File: src/rtl/hazard_pkg.sv
// Shared types and constants for the ID-stage hazard / stall logic.
package hazard_pkg;

  // Multiply/divide unit occupancy states.
  typedef enum logic {
    MD_IDLE = 1'b0,
    MD_BUSY = 1'b1
  } md_state_t;

  // Defaults that match the classic MIPS datapath (32 registers, rs/rt).
  localparam int DEF_REG_W   = 5;
  localparam int DEF_NUM_SRC = 2;

  // $zero never carries a real dependency.
  localparam logic [DEF_REG_W-1:0] REG_ZERO = '0;

  // Width of a down-counter that must hold values 0 .. n-1, never zero width.
  function automatic int cnt_width(input int n);
    return (n > 1) ? $clog2(n) : 1;
  endfunction

endpackage

File: src/rtl/hazard_stall_unit_md_busy_tracker.sv
// Multiply/divide occupancy tracker: the HI/LO unit stays busy for MD_LAT
// cycles after it accepts an instruction.
//
// state   | meaning
// MD_IDLE | unit free, may accept start
// MD_BUSY | unit computing, md_cnt counts remaining cycles down to 0
module md_busy_tracker
  import hazard_pkg::*;
#(
  parameter int MD_LAT = 32
) (
  input  logic clk,
  input  logic rst_n,
  input  logic start,
  output logic busy
);

  localparam int              MD_W    = cnt_width(MD_LAT);
  localparam logic [MD_W-1:0] MD_LOAD = MD_W'(MD_LAT - 1);

  md_state_t       md_state;
  logic [MD_W-1:0] md_cnt;

  // Occupancy FSM; the start edge loads MD_LAT-1 and the unit frees at the
  // edge where the count is already 0, giving exactly MD_LAT busy cycles.
  always_ff @(posedge clk) begin
    if (!rst_n) begin
      md_state <= MD_IDLE;
      md_cnt   <= '0;
    end else begin
      case (md_state)
        MD_IDLE: begin
          if (start) begin
            md_state <= MD_BUSY;
            md_cnt   <= MD_LOAD;
          end
        end
        MD_BUSY: begin
          if (md_cnt == '0) begin
            md_state <= MD_IDLE;
          end else begin
            md_cnt <= md_cnt - MD_W'(1);
          end
        end
        default: begin
          md_state <= MD_IDLE;
          md_cnt   <= '0;
        end
      endcase
    end
  end

  // Busy is a pure decode of the registered state.
  assign busy = (md_state == MD_BUSY);

endmodule

File: src/rtl/hazard_stall_unit.sv
// ID-stage hazard detector: load-use stall with configurable load latency,
// HI/LO multiply/divide interlock, pipeline write enables, ID/EXE bubble
// injection and a saturating stall-cycle performance counter.
module hazard_stall_unit
  import hazard_pkg::*;
#(
  parameter int REG_W    = DEF_REG_W,
  parameter int NUM_SRC  = DEF_NUM_SRC,
  parameter int LOAD_LAT = 1,   // >= 1; 1 gives the classic single bubble
  parameter int MD_LAT   = 32,  // >= 2
  parameter int CNT_W    = 16
) (
  input  logic                     clk,
  input  logic                     rst_n,
  input  logic [NUM_SRC*REG_W-1:0] id_src,
  input  logic [NUM_SRC-1:0]       id_src_used,
  input  logic                     id_is_md,
  input  logic                     id_reads_hilo,
  input  logic [REG_W-1:0]         exe_dreg,
  input  logic                     exe_we,
  input  logic                     exe_is_load,
  input  logic                     flush,
  output logic                     stall_n,
  output logic                     pc_we,
  output logic                     ifid_we,
  output logic                     idex_bubble,
  output logic                     md_start,
  output logic                     md_busy,
  output logic [CNT_W-1:0]         stall_count
);

  localparam int              LU_W    = cnt_width(LOAD_LAT);
  localparam logic [LU_W-1:0] LU_LOAD = LU_W'(LOAD_LAT - 1);

  logic [LU_W-1:0] lu_cnt;
  logic            src_match;
  logic            lu_hit;
  logic            md_hit;
  logic            stall;

  // Any used source slot that names the register the EXE load is fetching.
  // Store-data slots are flagged unused because they are forwarded later.
  always_comb begin
    src_match = 1'b0;
    for (int i = 0; i < NUM_SRC; i++) begin
      if (id_src_used[i] && (id_src[i*REG_W +: REG_W] == exe_dreg)) begin
        src_match = 1'b1;
      end
    end
  end

  // Only loads stall; ALU writers are forwarded and $zero is never a hazard.
  assign lu_hit = exe_we & exe_is_load & (exe_dreg != REG_W'(REG_ZERO)) & src_match;

  assign md_hit = md_busy & (id_is_md | id_reads_hilo);

  // A flush kills the ID instruction, so whatever it was waiting on is moot.
  assign stall = (lu_hit | (lu_cnt != '0) | md_hit) & ~flush;

  assign stall_n     = ~stall;
  assign pc_we       = stall_n;
  assign ifid_we     = stall_n;
  assign idex_bubble = stall | flush;

  // The MD unit only accepts an instruction that is actually leaving ID.
  assign md_start = ~md_busy & id_is_md & ~stall & ~flush;

  // Remaining extra load-use stall cycles. Once loaded, the load has moved
  // past EXE, so the match is not re-evaluated until the count drains.
  always_ff @(posedge clk) begin
    if (!rst_n) begin
      lu_cnt <= '0;
    end else if (flush) begin
      lu_cnt <= '0;
    end else if (lu_cnt == '0) begin
      if (lu_hit) begin
        lu_cnt <= LU_LOAD;
      end
    end else begin
      lu_cnt <= lu_cnt - LU_W'(1);
    end
  end

  // Stall-cycle performance counter, pinned at all-ones instead of wrapping.
  always_ff @(posedge clk) begin
    if (!rst_n) begin
      stall_count <= '0;
    end else if (stall && (stall_count != '1)) begin
      stall_count <= stall_count + CNT_W'(1);
    end
  end

  md_busy_tracker #(
    .MD_LAT (MD_LAT)
  ) u_md_busy_tracker (
    .clk   (clk),
    .rst_n (rst_n),
    .start (md_start),
    .busy  (md_busy)
  );

endmodule

File: config.mk
export PLATFORM = sky130hd
export DESIGN_NAME = hazard_stall_unit
export DESIGN_NICKNAME = d
export VERILOG_FILES = /design/src/rtl/hazard_pkg.sv /design/src/rtl/hazard_stall_unit_md_busy_tracker.sv /design/src/rtl/hazard_stall_unit.sv
export SDC_FILE = /design/constraint.sdc
export NUM_CORES = 1
export LEC_CHECK = 0
export CAP_MARGIN = 20
export CORE_ASPECT_RATIO = 0.75
export CORE_MARGIN = 2
export CORE_UTILIZATION = 49
export DETAILED_ROUTE_END_ITERATION = 7
export PLACE_DENSITY = 0.95
export SETUP_SLACK_MARGIN = 0.15
export SYNTH_ARGS = -nofsm -noshare
export SYNTH_HDL_FRONTEND = slang
export SYNTH_SLANG_ARGS = --single-unit
File: constraint.sdc
create_clock -name clk -period 2.85 [get_ports clk]
set_input_delay 0.57 -clock clk [delete_from_list [all_inputs] [get_ports clk]]
set_output_delay 0.57 -clock clk [all_outputs]
set_load 0.01 [all_outputs]
Yosys cells after proc, flatten, opt, wreduce, memory -nomap -nowiden

Cells that the tools add are included.

Input port bits: 24
Flip-flop bits (word level): 23
Logic and storage cells: 44
Output and inout port bits: 22

Bitwise logic cells: 17
Eq/ne operators: 5
$add $sub $neg: 3
Reduce and logical (&&, ||, !) cells: 7
Multiplexer cells: 8

Operators with widths:

| cell                    | count |
|---|---|
| $add A16 B1 Y16 const B | 1 |
| $ne A16 B16 Y1 const B  | 1 |
| $eq A5 B5 Y1            | 2 |
| $mux W5                 | 2 |
| $pmux W5 S2             | 1 |
| $and A1 B1 Y1           | 8 |
| $logic_not A5 Y1        | 1 |
| $not A1 Y1              | 5 |
| $reduce_bool A5 Y1      | 1 |
| $sub A5 B1 Y5 const B   | 1 |
| $mux W1                 | 4 |
| $ne A2 B2 Y1 const B    | 2 |
| $or A1 B1 Y1            | 4 |
| $logic_and A1 B1 Y1     | 3 |
| $reduce_or A3 Y1        | 1 |
| $pmux W1 S2             | 1 |
| $reduce_and A2 Y1       | 1 |
| $sub A1 B1 Y1 const B   | 1 |

Longest topological paths before layout

Gate-level depths: netlist of run 1.

Depth in word-level cells: 13
Gate-level depth with buffers: 8
Depth with buffers taken out: 7

By module

A second synthesis of run 1 with hierarchy kept.

Cells, all modules: 162
Area total of the unflattened synthesis: 1448.9 um^2

By module, submodules not included:

| module            | seq. area each (um^2) | cells an instance | instances | area each (um^2) |
|---|---|---|---|---|
| hazard_stall_unit | 340.3                 | 131               | 1         | 1158.6 |
| md_busy_tracker   | 120.1                 | 31                | 1         | 290.3 |

Worst setup path before layout of run 1

Ideal clock, no wire load.

Kind: input port to output port
Start point: input exe_dreg[0]
End point: output idex_bubble
Buffers on the path: 0
Data arrival time: 1.680 ns
Cell stages on the path: 4
Setup slack: 0.600 ns
Required time: 2.280 ns
Cells stage by stage: or4_1 > o211ai_2 > o21ai_0 > or2_2

Longest elaborated chain between the ends: 9
Elaborated cells on any way between the ends: 13
Those cells by class: 2 x eq/ne; 2 x mux; 6 x bitwise; 3 x reduce/logical

RTL lines:

| item                        | RTL line                | RTL |
|---|---|---|
| start: declaration          | hazard_stall_unit.sv:19 | `input logic [REG_W-1:0] exe_dreg,` |
| $eq A5 B5 Y1                | hazard_stall_unit.sv:46 | `if (id_src_used[i] && (id_src[i*REG_W +: REG_W] == exe_dreg)) begin` |
| $logic_and A1 B1 Y1         | hazard_stall_unit.sv:46 |  |
| $mux W1 (2 in a row)        | hazard_stall_unit.sv:46 |  |
| $and A1 B1 Y1 *             | hazard_stall_unit.sv:53 | `assign lu_hit = exe_we & exe_is_load & (exe_dreg != REG_W'(REG_ZERO)) & src_match;` |
| $or A1 B1 Y1 * (2 in a row) | hazard_stall_unit.sv:58 | `assign stall = (lu_hit \| (lu_cnt != '0) \| md_hit) & ~flush;` |
| $and A1 B1 Y1 *             | hazard_stall_unit.sv:58 |  |
| $or A1 B1 Y1 *              | hazard_stall_unit.sv:63 | `assign idex_bubble = stall \| flush;` |
| end: declaration            | hazard_stall_unit.sv:26 | `output logic idex_bubble,` |

Every way passes the cells marked *; elsewhere a longest branch is shown, timed or not.

Final worst setup path of run 1

Ends and elaborated chain as after synthesis.

==> results.toml, run 1 <==
[run_status]
status = "finished clean"

[worst_hold_path]
hold-path-cell-count = 2
worstHoldPathType = "reg2reg"

[floorplan]
rows = 16
fp.dieH_um = 49.7
initial_core_util_pct = 52.1
core_area_um2 = 2620
die-area_um2 = 3230
ioPinCount = 46
die_w_um = 65.0

[detailed_routing]
via_per_inst = 6.02
drtIter0Drc = 119
drc = 0
via_count = 1516
drt.antenna.violating_nets = 0
wirelength_mm = 4.50
post_drt_wl_per_cell_um = 17.8
drt_pass1_iterations = 5

[finish]
syn_to_final_growth_pct = 46.0
seq_area_um2 = 460
final_area_um2 = 1990
drive_gt1_share_pct = 16.2
nets = 244
multi_input_area_um2 = 871
diodes = 0
fillCellCount = 175

[clock_network]
cts_made_buffers = 3
clkSinkCount = 23
cts_root_buffer = "clkbuf_8"
cts_tree = "built"
clock_latency_ns = 0.27
htree_levels = 1
cts_setup_buffers = 0
cts.clk_slew.worst_paths_ns = 0.08
clockBufferDepth = 2

[setup_path]
critPathKind = "in2out"
worst-path-buf-inv = 2
end_kind = "output pin"
cp-start-kind = "input port"
startpoint = "exe_dreg[0]"
worst-path-max-fanout = 2
crit_required_ns = 2.28
cp.arrival_ns = 2.08
slowest_stage = "or4_4"
path_depth = 6
crit_path_cell_trace = "dlygate4sd2_1 > or4_4 > o211ai_2 > o21ai_2 > or2_2 > buf_2"
r2r-start = "stall_count[0]"
r2r-end = "stall_count[14]"
slowest_delay_ns = 0.53
path_delay_family = "simple AND/OR/NAND/NOR gates"
endpoint = "idex_bubble"
reg2reg_slack_ns = 0.69
ff2ff_path_depth = 6

[placement]
port_buffers = 45
placed_area_um2 = 1910
dp.final_hpwl_mm = 3.11
gp_congestion = 0.853

[timing]
worst_pin_slew_ns = 0.681
min_period_over_period_pct = 93.0
tns_ns = 0
hold_viol = 0
rsz0062_at_grt = "false"
timing.slew.headroom_pct = 54.0
final_max_slew_viol_count = 0
clock-skew-final_ns = 0.00570
setup_viol = 0
min_period_ns = 2.65
max_freq_ghz = 0.377

[yosys]
synthFlopType = "dfxtp_1"
synth_edf_count = 0
synthArstFlopShare_pct = 0
syn_area_um2 = 1370
synth_largest_area_cell = "dfxtp_1"
synth_seq_cells = 23
yosys.area.top_type_share_pct = 33.7
synth_common_cells = "dfxtp_1, nand2_1, xnor2_1"
synth_cells = 162
yosysSeqAreaShare_pct = 33.7
synth_fp_nets = 189
yosysUniqueCellTypes = 41
yosysMostFrequentCell = "dfxtp_1"
syn_area_per_cell_um2 = 8.43
synth_area_leaders = "dfxtp_1, xnor2_1, o31ai_1, nand2b_1, a21oi_1"
yosys_warnings = 0

[grt]
grt_max_degree = 20
grt_pass1_wl_mm = 7.40
grt_pass1_vias = 1507
gr-total-overflow = 0
antenna_found_initial = 0
grtUsageTotal_pct = 30.8

[power_and_ir_drop]
leakage_nw = 0.746
peakVddDrop_v = 0.000330
power_density_nw_per_um2 = 352

[job]
maxCapViolations = 0
[what timing repair did]
item | in CTS | in global routing
pin swaps | 7 | 7
hold endpoints to repair | 0 | 0
hold buffers | 0 | 0
setup endpoints to repair | 5 | 5
gates resized for setup | 26 | 13
[worst reg2reg max path, cell delays in order (launching register included)]
cell and delay (ns):
dfxtp_1 0.35, ha_1 0.24, nand2_1 0.13, nor3_1 0.09, a221o_2 0.51, or4_1 0.53, a21oi_1 0.22
[registers in the layout, indices dropped and copies added, names as in the netlist]
name,flops
lu_cnt,1
stall_count,16
u_md_busy_tracker.busy,1
u_md_busy_tracker.md_cnt,5
[stage by stage]
stage                     util, %  std cells  total power [mW]  setup WS, ns  hold WS [ns]
after global placement       72.9        248             0.487        -0.275         0.475
after CTS                    75.4        252             0.696         0.151         0.509
after floorplan                 -        162             0.420         0.600         0.498
after global routing         76.0        252             0.734         0.154         0.548
final                        76.0        252             0.702         0.200         0.507
after detailed placement     72.9        248             0.497        -0.335         0.495
[kinds of logic after synthesis]
| family | synth area share, % |
|---|---|
| and+or+nand+nor | 24.8 |
| AOI/OAI and AO/OA | 21.1 |
| DFF | 33.7 |
| buffers and inverters | 6.13 |
| xor gates and xnor gates | 8.33 |
| muxes | 2.93 |
| adders and majority gates | 2.75 |
| other | 0.274 |
[report_power, final]
part / switching [mW] / total [mW] / internal (mW)
clock network: 0.102 / 0.202 / 0.0999
logic: 0.0798 / 0.160 / 0.0801
registers: 0.00968 / 0.340 / 0.330
[area by class of cell]
| type | instances | area share (%) |
|---|---|---|
| Clock buffer | 4 | 2.26 |
| Inverter | 6 | 1.13 |
| Sequential cell | 23 | 23.1 |
| Timing Repair Buffer | 60 | 27.6 |
| Tap cell | 36 | 2.26 |
| Multi-Input combinational cell | 123 | 43.7 |
[cells in the final DEF (no fill, tap or decap), drive strengths merged, types with 3 or more instances in the layout]
cell type / count
clkdlybuf4s50: 29
dfxtp: 23
buf: 17
nand2: 13
xnor2: 11
nand2b: 10
o31ai: 10
a21oi: 10
nand3: 8
clkbuf: 7
inv: 6
nand4: 6
nor2: 6
dlygate4sd2: 6
or4: 6
dlymetal6s2s: 5
o311ai: 5
o21ai: 5
mux2i: 4
nor3: 3
nor4: 3
ha: 3
or2: 3
[routing by layer]
metal	track usage, %	part of all wire [%]	vias to the layer above
li1	-	-	711
met1	33.6	39	703
met2	53.6	50	78
met3	9.59	6.7	24
met4	15.6	4.8	0
met5	0	0	-
[how the worst min path moves through the flow]
stage / slack [ns] / start / to
2_1_floorplan: 0.50 / stall_count[5] / stall_count[5]
3_3_place_gp: 0.47 / stall_count[5] / stall_count[5]
3_5_place_dp: 0.49 / stall_count[5] / stall_count[5]
4_1_cts: 0.51 / stall_count[5] / stall_count[5]
5_1_grt: 0.55 / stall_count[15] / stall_count[15]
6_report: 0.51 / stall_count[5] / stall_count[5]
(Power assumes the default switching activity.)
==> inputs of run 2 (changes only) <==
CORE_MARGIN = not set   (was 2)
==> run 2 against run 1 <==
Against the previous run:
- count of clock-buffer cells in the layout did not move
- global-route usage shrank 2.5 points
- setup slack got worse by 0.035 ns
- routed wire length shrank 3.8%
- sequential cell count unchanged
- design area is 0.50% lower
- largest power group unchanged
- via count rose by 0.86%
- total power shrank 1.0%
- clock power about the same
- highest routed layer unchanged
==> results.toml, run 2 (synthesized netlist as in run 1, its figures left out) <==
[setup_path]
crit_path_cell_trace = "clkdlybuf4s50_1 > xnor2_1 > nand4_1 > o22a_1 > o21ai_2 > nand2b_1 > dlygate4sd2_1"
end_kind = "output pin"
path_delay_family = "buffers and inverters"
r2r-start = "stall_count[0]"
cp.arrival_ns = 2.12
slowest_delay_ns = 0.47
r2r-end = "stall_count[8]"
worst-path-max-fanout = 3
reg2reg_slack_ns = 0.75
worst-path-buf-inv = 2
cp-start-kind = "input port"
crit_required_ns = 2.28
slowest_stage = "clkdlybuf4s50_1"
path_depth = 7
ff2ff_path_depth = 6
critPathKind = "in2out"

[timing]
tns_ns = 0
max_freq_ghz = 0.372
rsz0062_at_grt = "true"
min_period_ns = 2.69
setup_viol = 0
min_period_over_period_pct = 94.2
timing.hold.ws_ns = 0.499
timing.slew.headroom_pct = 52.0
clock-skew-final_ns = 0.000867
hold_viol = 0
worst_pin_slew_ns = 0.711
final_max_slew_viol_count = 0

[grt]
grt_pass1_vias = 1453
grtUsageTotal_pct = 28.2
grt_max_degree = 21
gr-total-overflow = 0
grt_pass1_wl_mm = 6.39
antenna_found_initial = 0

[detailed_routing]
wirelength_mm = 4.33
drc = 0
via_count = 1529
via_per_inst = 6.00
drtIter0Drc = 89
drt.antenna.violating_nets = 0
drt_pass1_iterations = 4
post_drt_wl_per_cell_um = 17.0

[placement]
port_buffers = 45
placed_area_um2 = 1920
gp_congestion = 0.829
dp.final_hpwl_mm = 3.22

[worst_hold_path]
min-delay-start = "stall_count[5]"
whs_endpoint = "stall_count[5]"
hold-path-cell-count = 2
worstHoldPathType = "reg2reg"

[floorplan]
core_area_um2 = 2620
rows = 16
die-area_um2 = 3010
die_w_um = 63.0
fp.dieH_um = 47.7
ioPinCount = 46
initial_core_util_pct = 52.1

[power_and_ir_drop]
peakVddDrop_v = 0.000223
leakage_nw = 0.695
total_power_uw = 695
power_density_nw_per_um2 = 350

[clock_network]
cts_tree = "built"
clockBufferDepth = 2
cts_made_buffers = 3
cts_hold_buf = 0
clock_latency_ns = 0.26
htree_levels = 1
cts.clk_slew.worst_paths_ns = 0.08
clkSinkCount = 23
cts_root_buffer = "clkbuf_8"

[finish]
diodes = 0
max_flop_register = "stall_count"
top_regs = "stall_count (16), u_md_busy_tracker.md_cnt (5)"
final_cell_mix = "clkdlybuf4s50_1, dfxtp_1, buf_4"
fillCellCount = 181
syn_to_final_growth_pct = 45.2
nets = 247
final_common_cell = "clkdlybuf4s50_1"
drive_gt1_share_pct = 14.6
largest_reg_flops = 16
final_area_um2 = 1980

[run_status]
status = "finished clean"

[job]
maxCapViolations = 0
run 2: layout make-up:
cell class / instances / area, µm² / area share (%)
well taps: 36 / 45.0 / 2.27
inverters: 6 / 22.5 / 1.13
multi-input cells: 123 / 848 / 42.7
repair buffers: 63 / 563 / 28.4
flip-flops and latches: 23 / 460 / 23.2
clock buffers: 4 / 45.0 / 2.27
run 2: worst max-delay path by stage:
stage                 from          end  slack (ns)
3_3_place_gp   exe_dreg[0]  idex_bubble       -0.28
3_5_place_dp   exe_dreg[1]  idex_bubble       -0.39
2_1_floorplan  exe_dreg[0]  idex_bubble        0.60
6_report         id_src[4]      stall_n        0.16
4_1_cts          id_src[4]      stall_n        0.15
5_1_grt          id_src[4]        pc_we        0.13
run 2: what timing repair did:
action | 4_1_cts | 5_1_grt
setup buffers | 2 | 0
pin swaps | 4 | 2
resized for setup | 23 | 1
setup endpoints to repair | 5 | 4
run 2: worst register-to-register path, delay by kind of cell, from the launching register on:
| family | cells | cell delay, ns |
|---|---|---|
| AND/OR/NAND/NOR | 3 | 0.74 |
| flip-flops | 1 | 0.35 |
| AO/OA/AOI/OAI | 2 | 0.68 |
| adder cells (fa/ha/maj) | 1 | 0.24 |
run 2: metrics by stage:
stage          setup WS (ns)  std cells  utilization [%]
4_1_cts                0.152        255             75.5
3_5_place_dp          -0.393        249             73.2
5_1_grt                0.135        255             75.7
6_report               0.164        255             75.7
3_3_place_gp          -0.279        249             73.2
2_1_floorplan          0.600        162                -
run 2: routing by layer:
layer  routed length, µm  global-route usage, %  vias up
li1                    -                      -      719
met1                1580                   30.1      723
met2                2380                   56.1       75
met3                 265                   5.71       12
met4                  96                   14.4        0
met5                   0                      0        -
run 2: power by group:
group | switching [mW] | internal (mW)
registers | 0.00936 | 0.330
clock network | 0.0995 | 0.0997
logic | 0.0753 | 0.0806
total | 0.184 | 0.510
